<file path="config.mk">
export PLATFORM = sky130hd
export DESIGN_NAME = wide_add_sequencer_flat
export DESIGN_NICKNAME = d
export VERILOG_FILES = /design/src/rtl/wide_add_sequencer_pkg.sv /design/src/rtl/wide_add_sequencer_if.sv /design/src/rtl/wide_add_sequencer_bentkung.sv /design/src/rtl/wide_add_sequencer.sv /design/src/flat_wrapper.sv
export SDC_FILE = /design/constraint.sdc
export NUM_CORES = 1
export LEC_CHECK = 0
export CAP_MARGIN = 20
export CORE_ASPECT_RATIO = 0.7
export CORE_MARGIN = 5
export CORE_UTILIZATION = 34
export DETAILED_ROUTE_END_ITERATION = 12
export GPL_TIMING_DRIVEN = 0
export PLACE_DENSITY_LB_ADDON = 0.3
export SETUP_SLACK_MARGIN = 0.3
export SLEW_MARGIN = 15
export SYNTH_ARGS = -nofsm -noshare
export SYNTH_HDL_FRONTEND = slang
export SYNTH_SLANG_ARGS = --single-unit
export TNS_END_PERCENT = 100
</file>
<file path="constraint.sdc">
create_clock -name clk -period 24.9 [get_ports clk]
set_clock_uncertainty 0.1 [all_clocks]
set_input_delay 4.98 -clock clk [delete_from_list [all_inputs] [get_ports clk]]
set_output_delay 4.98 -clock clk [all_outputs]
set_load 0.02 [all_outputs]
</file>
<file path="src/rtl/wide_add_sequencer_pkg.sv">
`default_nettype none
// ============================================================================
// Module : wide_add_sequencer_pkg
// Brief  : Shared constants, state encoding and counter sizing helper.
// Rev    : 1.0 - initial release
// ============================================================================
package wide_add_sequencer_pkg;

    localparam int CHUNK_W = 32;

    typedef logic [1:0] state_t;
    localparam state_t IDLE = 2'd0;
    localparam state_t RUN  = 2'd1;
    localparam state_t DONE = 2'd2;

    // Never returns less than 1 so a counter always has at least one bit.
    function automatic int clog2(input int n);
        int r;
        r = 0;
        while ((1 << r) < n) begin
            r = r + 1;
        end
        if (r == 0) begin
            r = 1;
        end
        return r;
    endfunction

endpackage
`default_nettype wire

</file>
<file path="src/rtl/wide_add_sequencer_if.sv">
`default_nettype none
// ============================================================================
// Module : wide_add_sequencer_if
// Brief  : Operand (valid/ready) and result (valid/ready) bundle.
// Rev    : 1.0 - initial release
// ============================================================================
interface wide_add_sequencer_if #(
    parameter int WIDTH = 128
);
    logic             in_valid;
    logic             in_ready;
    logic [WIDTH-1:0] in_a;
    logic [WIDTH-1:0] in_b;
    logic             in_cin;
    logic             out_valid;
    logic             out_ready;
    logic [WIDTH-1:0] out_sum;
    logic             out_cout;
    logic             out_ovf;

    modport slave (
        input  in_valid, in_a, in_b, in_cin, out_ready,
        output in_ready, out_valid, out_sum, out_cout, out_ovf
    );

    modport master (
        output in_valid, in_a, in_b, in_cin, out_ready,
        input  in_ready, out_valid, out_sum, out_cout, out_ovf
    );
endinterface
`default_nettype wire

</file>
<file path="src/rtl/wide_add_sequencer_bentkung.sv">
`default_nettype none
// ============================================================================
// Module : bentkung
// Brief  : 32-bit Brent-Kung parallel-prefix adder used as the chunk adder.
// Rev    : 1.0 - initial release
// ============================================================================
module bentkung (
    input  wire logic [31:0] a,
    input  wire logic [31:0] b,
    input  wire logic        cin,
    output logic      [31:0] s,
    output logic             cout
);
    logic [31:0] w_g;
    logic [31:0] w_p;
    logic [31:0] w_gg;
    logic [31:0] w_pp;

    assign w_g = a & b;
    assign w_p = a ^ b;

    // Carry-in folded into bit 0's generate; w_gg[i] ends as carry out of bit i.
    always_comb begin
        w_gg    = w_g;
        w_pp    = w_p;
        w_gg[0] = w_g[0] | (w_p[0] & cin);
        for (int lvl = 0; lvl < 5; lvl++) begin
            for (int i = (2 << lvl) - 1; i < 32; i += (2 << lvl)) begin
                w_gg[i] = w_gg[i] | (w_pp[i] & w_gg[i - (1 << lvl)]);
                w_pp[i] = w_pp[i] & w_pp[i - (1 << lvl)];
            end
        end
        for (int lvl = 3; lvl >= 0; lvl--) begin
            for (int i = (3 << lvl) - 1; i < 32; i += (2 << lvl)) begin
                w_gg[i] = w_gg[i] | (w_pp[i] & w_gg[i - (1 << lvl)]);
                w_pp[i] = w_pp[i] & w_pp[i - (1 << lvl)];
            end
        end
    end

    assign s    = w_p ^ {w_gg[30:0], cin};
    assign cout = w_gg[31];
endmodule
`default_nettype wire

</file>
<file path="src/rtl/wide_add_sequencer.sv">
`default_nettype none
// ============================================================================
// Module : wide_add_sequencer
// Brief  : WIDTH-bit adder built by sequencing 32-bit chunks through bentkung.
// Rev    : 1.0 - initial release
// ============================================================================
module wide_add_sequencer
    import wide_add_sequencer_pkg::*;
#(
    parameter int WIDTH = 128
) (
    input  wire logic             clk,
    input  wire logic             rst,
    wide_add_sequencer_if.slave   bus
);
    localparam int NCHUNK = WIDTH / CHUNK_W;
    localparam int CNT_W  = clog2(NCHUNK);
    localparam logic [CNT_W-1:0] LAST_CNT = CNT_W'(NCHUNK - 1);

    generate
        if (((WIDTH % CHUNK_W) != 0) || (WIDTH < 64)) begin : g_width_check
            $error("wide_add_sequencer: WIDTH must be a multiple of 32 and >= 64");
        end
    endgenerate

    state_t             r_state;
    state_t             w_state_nxt;
    logic [WIDTH-1:0]   r_a;
    logic [WIDTH-1:0]   r_b;
    logic [WIDTH-1:0]   r_sum;
    logic [CNT_W-1:0]   r_cnt;
    logic               r_carry;
    logic               r_cout;
    logic               r_ovf;

    logic               w_in_ready;
    logic               w_out_valid;
    logic               w_accept;
    logic               w_last;
    logic [CHUNK_W-1:0] w_s;
    logic               w_cout;

    bentkung u_chunk_add (
        .a    (r_a[CHUNK_W-1:0]),
        .b    (r_b[CHUNK_W-1:0]),
        .cin  (r_carry),
        .s    (w_s),
        .cout (w_cout)
    );

    assign w_accept = bus.in_valid && w_in_ready;
    assign w_last   = (r_cnt == LAST_CNT);

    always_ff @(posedge clk or posedge rst) begin
        if (rst) begin
            r_state <= IDLE;
        end else begin
            r_state <= w_state_nxt;
        end
    end

    always_comb begin
        w_state_nxt = r_state;
        case (r_state)
            IDLE: if (w_accept)      w_state_nxt = RUN;
            RUN:  if (w_last)        w_state_nxt = DONE;
            DONE: if (bus.out_ready) w_state_nxt = IDLE;
            default:                 w_state_nxt = IDLE;
        endcase
    end

    // in_ready is also gated by rst so the source never sees a ready during reset.
    always_comb begin
        w_in_ready  = 1'b0;
        w_out_valid = 1'b0;
        case (r_state)
            IDLE:    w_in_ready  = ~rst;
            DONE:    w_out_valid = 1'b1;
            default: begin
                w_in_ready  = 1'b0;
                w_out_valid = 1'b0;
            end
        endcase
    end

    always_ff @(posedge clk or posedge rst) begin
        if (rst) begin
            r_a     <= '0;
            r_b     <= '0;
            r_sum   <= '0;
            r_cnt   <= '0;
            r_carry <= 1'b0;
            r_cout  <= 1'b0;
            r_ovf   <= 1'b0;
        end else begin
            if ((r_state == IDLE) && w_accept) begin
                r_a     <= bus.in_a;
                r_b     <= bus.in_b;
                r_carry <= bus.in_cin;
                r_cnt   <= '0;
            end else if (r_state == RUN) begin
                r_sum   <= {w_s, r_sum[WIDTH-1:CHUNK_W]};
                r_a     <= {{CHUNK_W{1'b0}}, r_a[WIDTH-1:CHUNK_W]};
                r_b     <= {{CHUNK_W{1'b0}}, r_b[WIDTH-1:CHUNK_W]};
                r_carry <= w_cout;
                if (w_last) begin
                    r_cout <= w_cout;
                    // Operand sign bits sit at bit 31 of the shift regs in the final chunk.
                    r_ovf  <= (r_a[CHUNK_W-1] == r_b[CHUNK_W-1]) &&
                              (w_s[CHUNK_W-1] != r_a[CHUNK_W-1]);
                end else begin
                    r_cnt  <= r_cnt + 1'b1;
                end
            end
        end
    end

    assign bus.in_ready  = w_in_ready;
    assign bus.out_valid = w_out_valid;
    assign bus.out_sum   = r_sum;
    assign bus.out_cout  = r_cout;
    assign bus.out_ovf   = r_ovf;
endmodule
`default_nettype wire

</file>
<file path="src/flat_wrapper.sv">
// flat-port wrapper written by rule: the top's interface ports become plain ports
module wide_add_sequencer_flat import wide_add_sequencer_pkg::*;
#(
    parameter int WIDTH = 128
)
  (clk, rst, bus_in_valid, bus_in_a, bus_in_b, bus_in_cin, bus_out_ready, bus_in_ready, bus_out_valid, bus_out_sum, bus_out_cout, bus_out_ovf);
  wide_add_sequencer_if #(.WIDTH(WIDTH)) bus_i ();
  input  wire logic clk;
  input  wire logic rst;
  input wire logic [$bits(bus_i.in_valid)-1:0] bus_in_valid;
  input wire logic [$bits(bus_i.in_a)-1:0] bus_in_a;
  input wire logic [$bits(bus_i.in_b)-1:0] bus_in_b;
  input wire logic [$bits(bus_i.in_cin)-1:0] bus_in_cin;
  input wire logic [$bits(bus_i.out_ready)-1:0] bus_out_ready;
  output wire logic [$bits(bus_i.in_ready)-1:0] bus_in_ready;
  output wire logic [$bits(bus_i.out_valid)-1:0] bus_out_valid;
  output wire logic [$bits(bus_i.out_sum)-1:0] bus_out_sum;
  output wire logic [$bits(bus_i.out_cout)-1:0] bus_out_cout;
  output wire logic [$bits(bus_i.out_ovf)-1:0] bus_out_ovf;
  assign bus_i.in_valid = bus_in_valid;
  assign bus_i.in_a = bus_in_a;
  assign bus_i.in_b = bus_in_b;
  assign bus_i.in_cin = bus_in_cin;
  assign bus_i.out_ready = bus_out_ready;
  assign bus_in_ready = bus_i.in_ready;
  assign bus_out_valid = bus_i.out_valid;
  assign bus_out_sum = bus_i.out_sum;
  assign bus_out_cout = bus_i.out_cout;
  assign bus_out_ovf = bus_i.out_ovf;
  wide_add_sequencer #(.WIDTH(WIDTH)) u_core (.clk(clk), .rst(rst), .bus(bus_i));
endmodule
</file>
==> results.toml, run 1 <==
[pwr]
peakVddDrop_uv = 54.5
power_density_mw_per_mm2 = 133
power_mw = 3.09
power_leakage_nw = 11.2

[logic_synthesis]
ys_warn_count = 0
synth-seq-cells = 391
syn_nets = 2119
synth_adder_area_share_pct = 4.31
netlist_instances = 1810
syn-mean-instance-area_um2 = 9.33
ys_types = 46
yosys.area_share.simple_pct = 20.1
ys_seq_area_share_pct = 58.0
synth-xor-area-share_pct = 0.882
synth_compound_area_share_pct = 13.2
netlist_area_mm2 = 0.0169
synth_top_family_by_area = "simple AND/OR/NAND/NOR gates"
synthMuxAreaShare_pct = 0

[clocking]
post_cts_buffers = 0
h-tree-depth = 2
clk_latency_ps = 550
clk_path_buf_depth = 3
path_clk_slew_ps = 60
cts_tree = "done"
cts_buffers = 43
root_buffer = "clkbuf_16"
holdBufCountCts = 0
cts_resized = 0
cts.sinks = 391

[layout]
final_nets = 2559
fillers = 4697
seq_area_mm2 = 0.00978
layout.cells.most_common_list = "nand2_1 (867), clkdlybuf4s50_1 (392), dfrtp_1 (391)"
fin_cells = 2953
drive_gt1_share_pct = 6.48
area_delta_synth_final_pct = 37.5
final_area_mm2 = 0.0232
layout_commonest_cell = "nand2_1"
postLayoutCoreUtil_pct = 47.2
multi_input_area_mm2 = 0.00650

[route]
ant_nets = 0
drc = 0
vias_per_cell = 4.90
dr.first_iter.drc_count = 1136
wirelength_mm = 58.1
vias = 14500
dr.pass1.iters = 5
avgRoutedWirePerCell_um = 19.7

[sta]
max_clock_freq_mhz = 87.6
finalHoldViolations = 0
slew_headroom_pct = 45.4
rsz0062_at_grt = "false"
layout_setup_ws_ps = 13490
whs_ps = 372
report.final.setup_viol = 0
setup_tns_ps = 0
tightest_slew_ps = 819
fin_crit_ps = 11410
fin_crit_sh_pct = 45.8
slew_viol_final = 0

[setup_path]
r2r_cells = 13
cp.arrival_ps = 6330
crit_fanout = 2
cp-end-kind = "output port"
crit_type = "input pin to output port"
startpoint_type = "input pin"
crit_required_ps = 19820

[place]
preCtsSetupSlack_ps = 13490
gp_congestion = 0.842
place_area_mm2 = 0.0217
io_buffer_count = 392
hpwl_mm = 45.3
dp_cells = 2870

[worst_hold_path]
min_path_type = "flip-flop to flip-flop"
hold_depth = 2

[grt]
grt_pass1_vias = 15000
antenna_found_initial = 10
grt_remaining_overflow = 0
grt_max_degree = 103
grt_pass1_wl_mm = 88.8
grt_usage_pct = 20.8

[floorplan]
die_w_um = 276
boundaryPins = 393
die_y_um = 196
core.rowCount = 68
die_area_mm2 = 0.0543
core_area_mm2 = 0.0492
initial_core_util_pct = 34.3

[outcome]
outcome = "finished, final reports clean"

[job]
cap_violations = 0
[layer usage]
metal | GRT usage, % | share of wire (%) | routed length (um) | vias to the layer above
met5 | 0 | 0.045 | 26 | -
met4 | 5.16 | 2.3 | 1320 | 4
met3 | 4.05 | 6.1 | 3560 | 82
met2 | 32.4 | 45 | 25900 | 451
met1 | 30.4 | 47 | 27200 | 7056
li1 | - | - | - | 6877
[cell usage after synthesis, drive strengths merged]
library cell / count / area [um^2]
a211oi: 2 / 15.0
a21o: 6 / 46.3
a21oi: 17 / 100
a221oi: 2 / 23.8
a22oi: 192 / 1440
a31oi: 2 / 18.8
and2: 1 / 6.26
and2b: 1 / 7.51
and4: 1 / 10.0
buf: 65 / 328
clkbuf: 49 / 184
dfrtp: 391 / 9780
fa: 17 / 340
ha: 31 / 388
inv: 23 / 86.3
nand2: 869 / 3270
nand2b: 2 / 12.5
nand4: 2 / 12.5
nor2: 7 / 28.8
nor2b: 1 / 6.26
nor3: 2 / 26.3
o211ai: 3 / 32.5
o21a: 2 / 15.0
o21ai: 95 / 479
o21bai: 3 / 22.5
o22ai: 1 / 6.26
o31ai: 3 / 22.5
or2: 3 / 18.8
xnor2: 12 / 105
xor2: 5 / 43.8
[registers in the layout, summed over array words and instances, names as in the netlist]
register and cells:
u_core.bus.out_sum 128, u_core.r_a 128, u_core.r_b 128, u_core.r_cnt 2
u_core.r_state 2, u_core.bus.out_cout 1, u_core.bus.out_ovf 1, u_core.r_carry 1
[area by class of cell]
class / instances / share of cell area (%)
sequential: 391 / 42.1
multi-input combinational: 1282 / 28.0
timing repair buffer: 395 / 17.3
clock buffer: 63 / 5.48
tap: 665 / 3.58
buffer: 114 / 2.20
clock inverter: 16 / 0.868
inverter: 23 / 0.404
antenna: 4 / 0.0431
[path summary, 6_finish.rpt]
| check | from | end | slack (ps) |
|---|---|---|---|
| setup / recovery | rst | bus_in_ready | 13490 |
| hold / removal | u_core.r_a[49] | u_core.r_a[49] | 370 |
| setup reg to reg | u_core.r_carry | u_core.bus.out_sum[127] | 21130 |
| hold reg to reg | u_core.r_a[49] | u_core.r_a[49] | 370 |
| max in group asynchronous | rst | u_core.bus.out_sum[25] | 18280 |
| min in group asynchronous | rst | u_core.r_a[95] | 4910 |
[report_power, final]
| part | total, mW | internal (mW) | switching, mW |
|---|---|---|---|
| logic | 1.33 | 0.499 | 0.831 |
| registers | 1.09 | 0.892 | 0.200 |
| clock network | 0.665 | 0.397 | 0.268 |
| total | 3.09 | 1.79 | 1.30 |
[worst max-delay path, stage by stage]
cell and delay [ps]:
clkdlybuf4s50_1 530, nor3_2 190, clkdlybuf4s50_1 640
[cell families (layout without fill, tap and decap cells)]
logic type	Yosys count	after routing
buf+inv	137	611
xor+xnor	17	17
other cells	0	4
compound gates	328	328
fa+ha+maj	48	48
flops	391	391
simple gates	889	889
No activity file was read; power rests on OpenSTA's default activity.
==> inputs of run 2 (changes only) <==
Clock period 24.9 ns to 11.9 ns, I/O delays scaled along.
==> run 2 against run 1 <==
First-iteration DRC count is 2.3% lower. Highest routed layer unchanged. Worst setup slack got worse by 7700 ps. Non-clock buffer count is 9 higher. Sequential cell count stayed put. Largest cell class unchanged. Via count down 0.36%. Global-route usage up 0.16 points. Critical path depth unchanged. Die area did not move. Cell count did not move. Worst hold slack gained 1.7 ps.
==> results.toml, run 2 (synthesis results as in run 1) <==
[layout]
layout_commonest_cell = "nand2_1"
final_nets = 2568
drive_gt1_share_pct = 6.78
area_delta_synth_final_pct = 38.0
layout.cells.most_common_list = "nand2_1 (867), clkdlybuf4s50_1 (392), dfrtp_1 (391)"
postLayoutCoreUtil_pct = 47.4

[clocking]
cts_resized = 0
clk_latency_ps = 560
clk_path_buf_depth = 3
cts.sinks = 391
path_clk_slew_ps = 60
root_buffer = "clkbuf_16"
cts_buffers = 43
h-tree-depth = 2
post_cts_buffers = 0
cts_tree = "done"
holdBufCountCts = 0

[setup_path]
crit_fanout = 2
crit_type = "input pin to output port"
cp-end-kind = "output port"
startpoint_type = "input pin"
cp.arrival_ps = 3630
crit_required_ps = 9420

[sta]
whs_ps = 374
fin_crit_sh_pct = 51.4
slew_viol_final = 0
rsz0062_at_grt = "false"
tightest_slew_ps = 869
setup_tns_ps = 0
report.final.setup_viol = 0
finalHoldViolations = 0
slew_headroom_pct = 42.1
max_clock_freq_mhz = 164
fin_crit_ps = 6110

[grt]
grt_remaining_overflow = 0
grt_max_degree = 38
grt_pass1_vias = 15000
grt_usage_pct = 21.0
antenna_found_initial = 7
grt_pass1_wl_mm = 89.5

[floorplan]
die_area_mm2 = 0.0543
die_y_um = 196
core.rowCount = 68
boundaryPins = 393
core_area_mm2 = 0.0492
initial_core_util_pct = 34.3
die_w_um = 276

[route]
wirelength_mm = 58.3
dr.pass1.iters = 6
vias_per_cell = 4.88
avgRoutedWirePerCell_um = 19.7
drc = 0
ant_nets = 0
vias = 14400
dr.first_iter.drc_count = 1110

[pwr]
power_mw = 6.41
power_leakage_nw = 11.3
peakVddDrop_uv = 96.2
power_density_mw_per_mm2 = 275

[worst_hold_path]
min_path_type = "flip-flop to flip-flop"

[place]
io_buffer_count = 392
hpwl_mm = 45.8
gp_congestion = 0.880

[job]
cap_violations = 0

[outcome]
outcome = "finished, final reports clean"
==> run 2: cell count changes in the layout (fill, tap and decap cells not counted), sizes merged <==
cell | before | now
inv | 25 | 26
diode | 4 | 1
clkbuf | 112 | 110
buf | 68 | 77
bufinv | 4 | 2
clkinv | 9 | 6
==> run 2: worst paths after layout <==
kind                                       startpoint                       to  slack [ps]  depth (start not counted)
worst max-delay path                              rst             bus_in_ready        5790                          3
worst min-delay path            u_core.bus.out_sum[0]    u_core.bus.out_sum[0]         370                          2
worst max register to register         u_core.r_carry  u_core.bus.out_sum[127]        8180                         13
worst min register to register  u_core.bus.out_sum[0]    u_core.bus.out_sum[0]         370                          2
max in group asynchronous                         rst   u_core.bus.out_sum[79]        8220                          6
min in group asynchronous                         rst        u_core.r_state[1]        2130                          2
==> run 2: power breakdown <==
| group | internal [mW] | leakage [nW] | switching, mW |
|---|---|---|---|
| logic | 1.05 | 5.51 | 1.73 |
| registers | 1.87 | 5.06 | 0.418 |
| clock network | 0.786 | 0.699 | 0.555 |
| total | 3.70 | 11.3 | 2.71 |
==> run 2: critical path, cell delays in order <==
cell and delay (ps):
clkdlybuf4s50_1 470, nor3_2 160, clkdlybuf4s50_1 630
==> run 2: metal layers <==
layer	wire length, um	GRT usage [%]
met5	34	0
met1	27200	30.7
met3	4050	4.48
met4	867	3.40
met2	26200	33.1
==> run 2: cell type report <==
type,count,area (um^2)
fill,4690,25900
sequential,391,9780
inverter,23,90.1
multi-input combinational,1282,6500
clock inverter,12,125
timing repair buffer,404,4170
tap,665,832
buffer,114,512
antenna,1,2.50
clock buffer,61,1270
==> run 2: stage by stage <==
stage,cells,setup slack [ps],cell area (um^2)
after floorplan,1810,4160,16900
after global placement,2867,1600,21600
after detailed placement,2879,5790,21900
after CTS,2952,5780,23300
after global routing,2952,5720,23300
final,2953,5790,23300
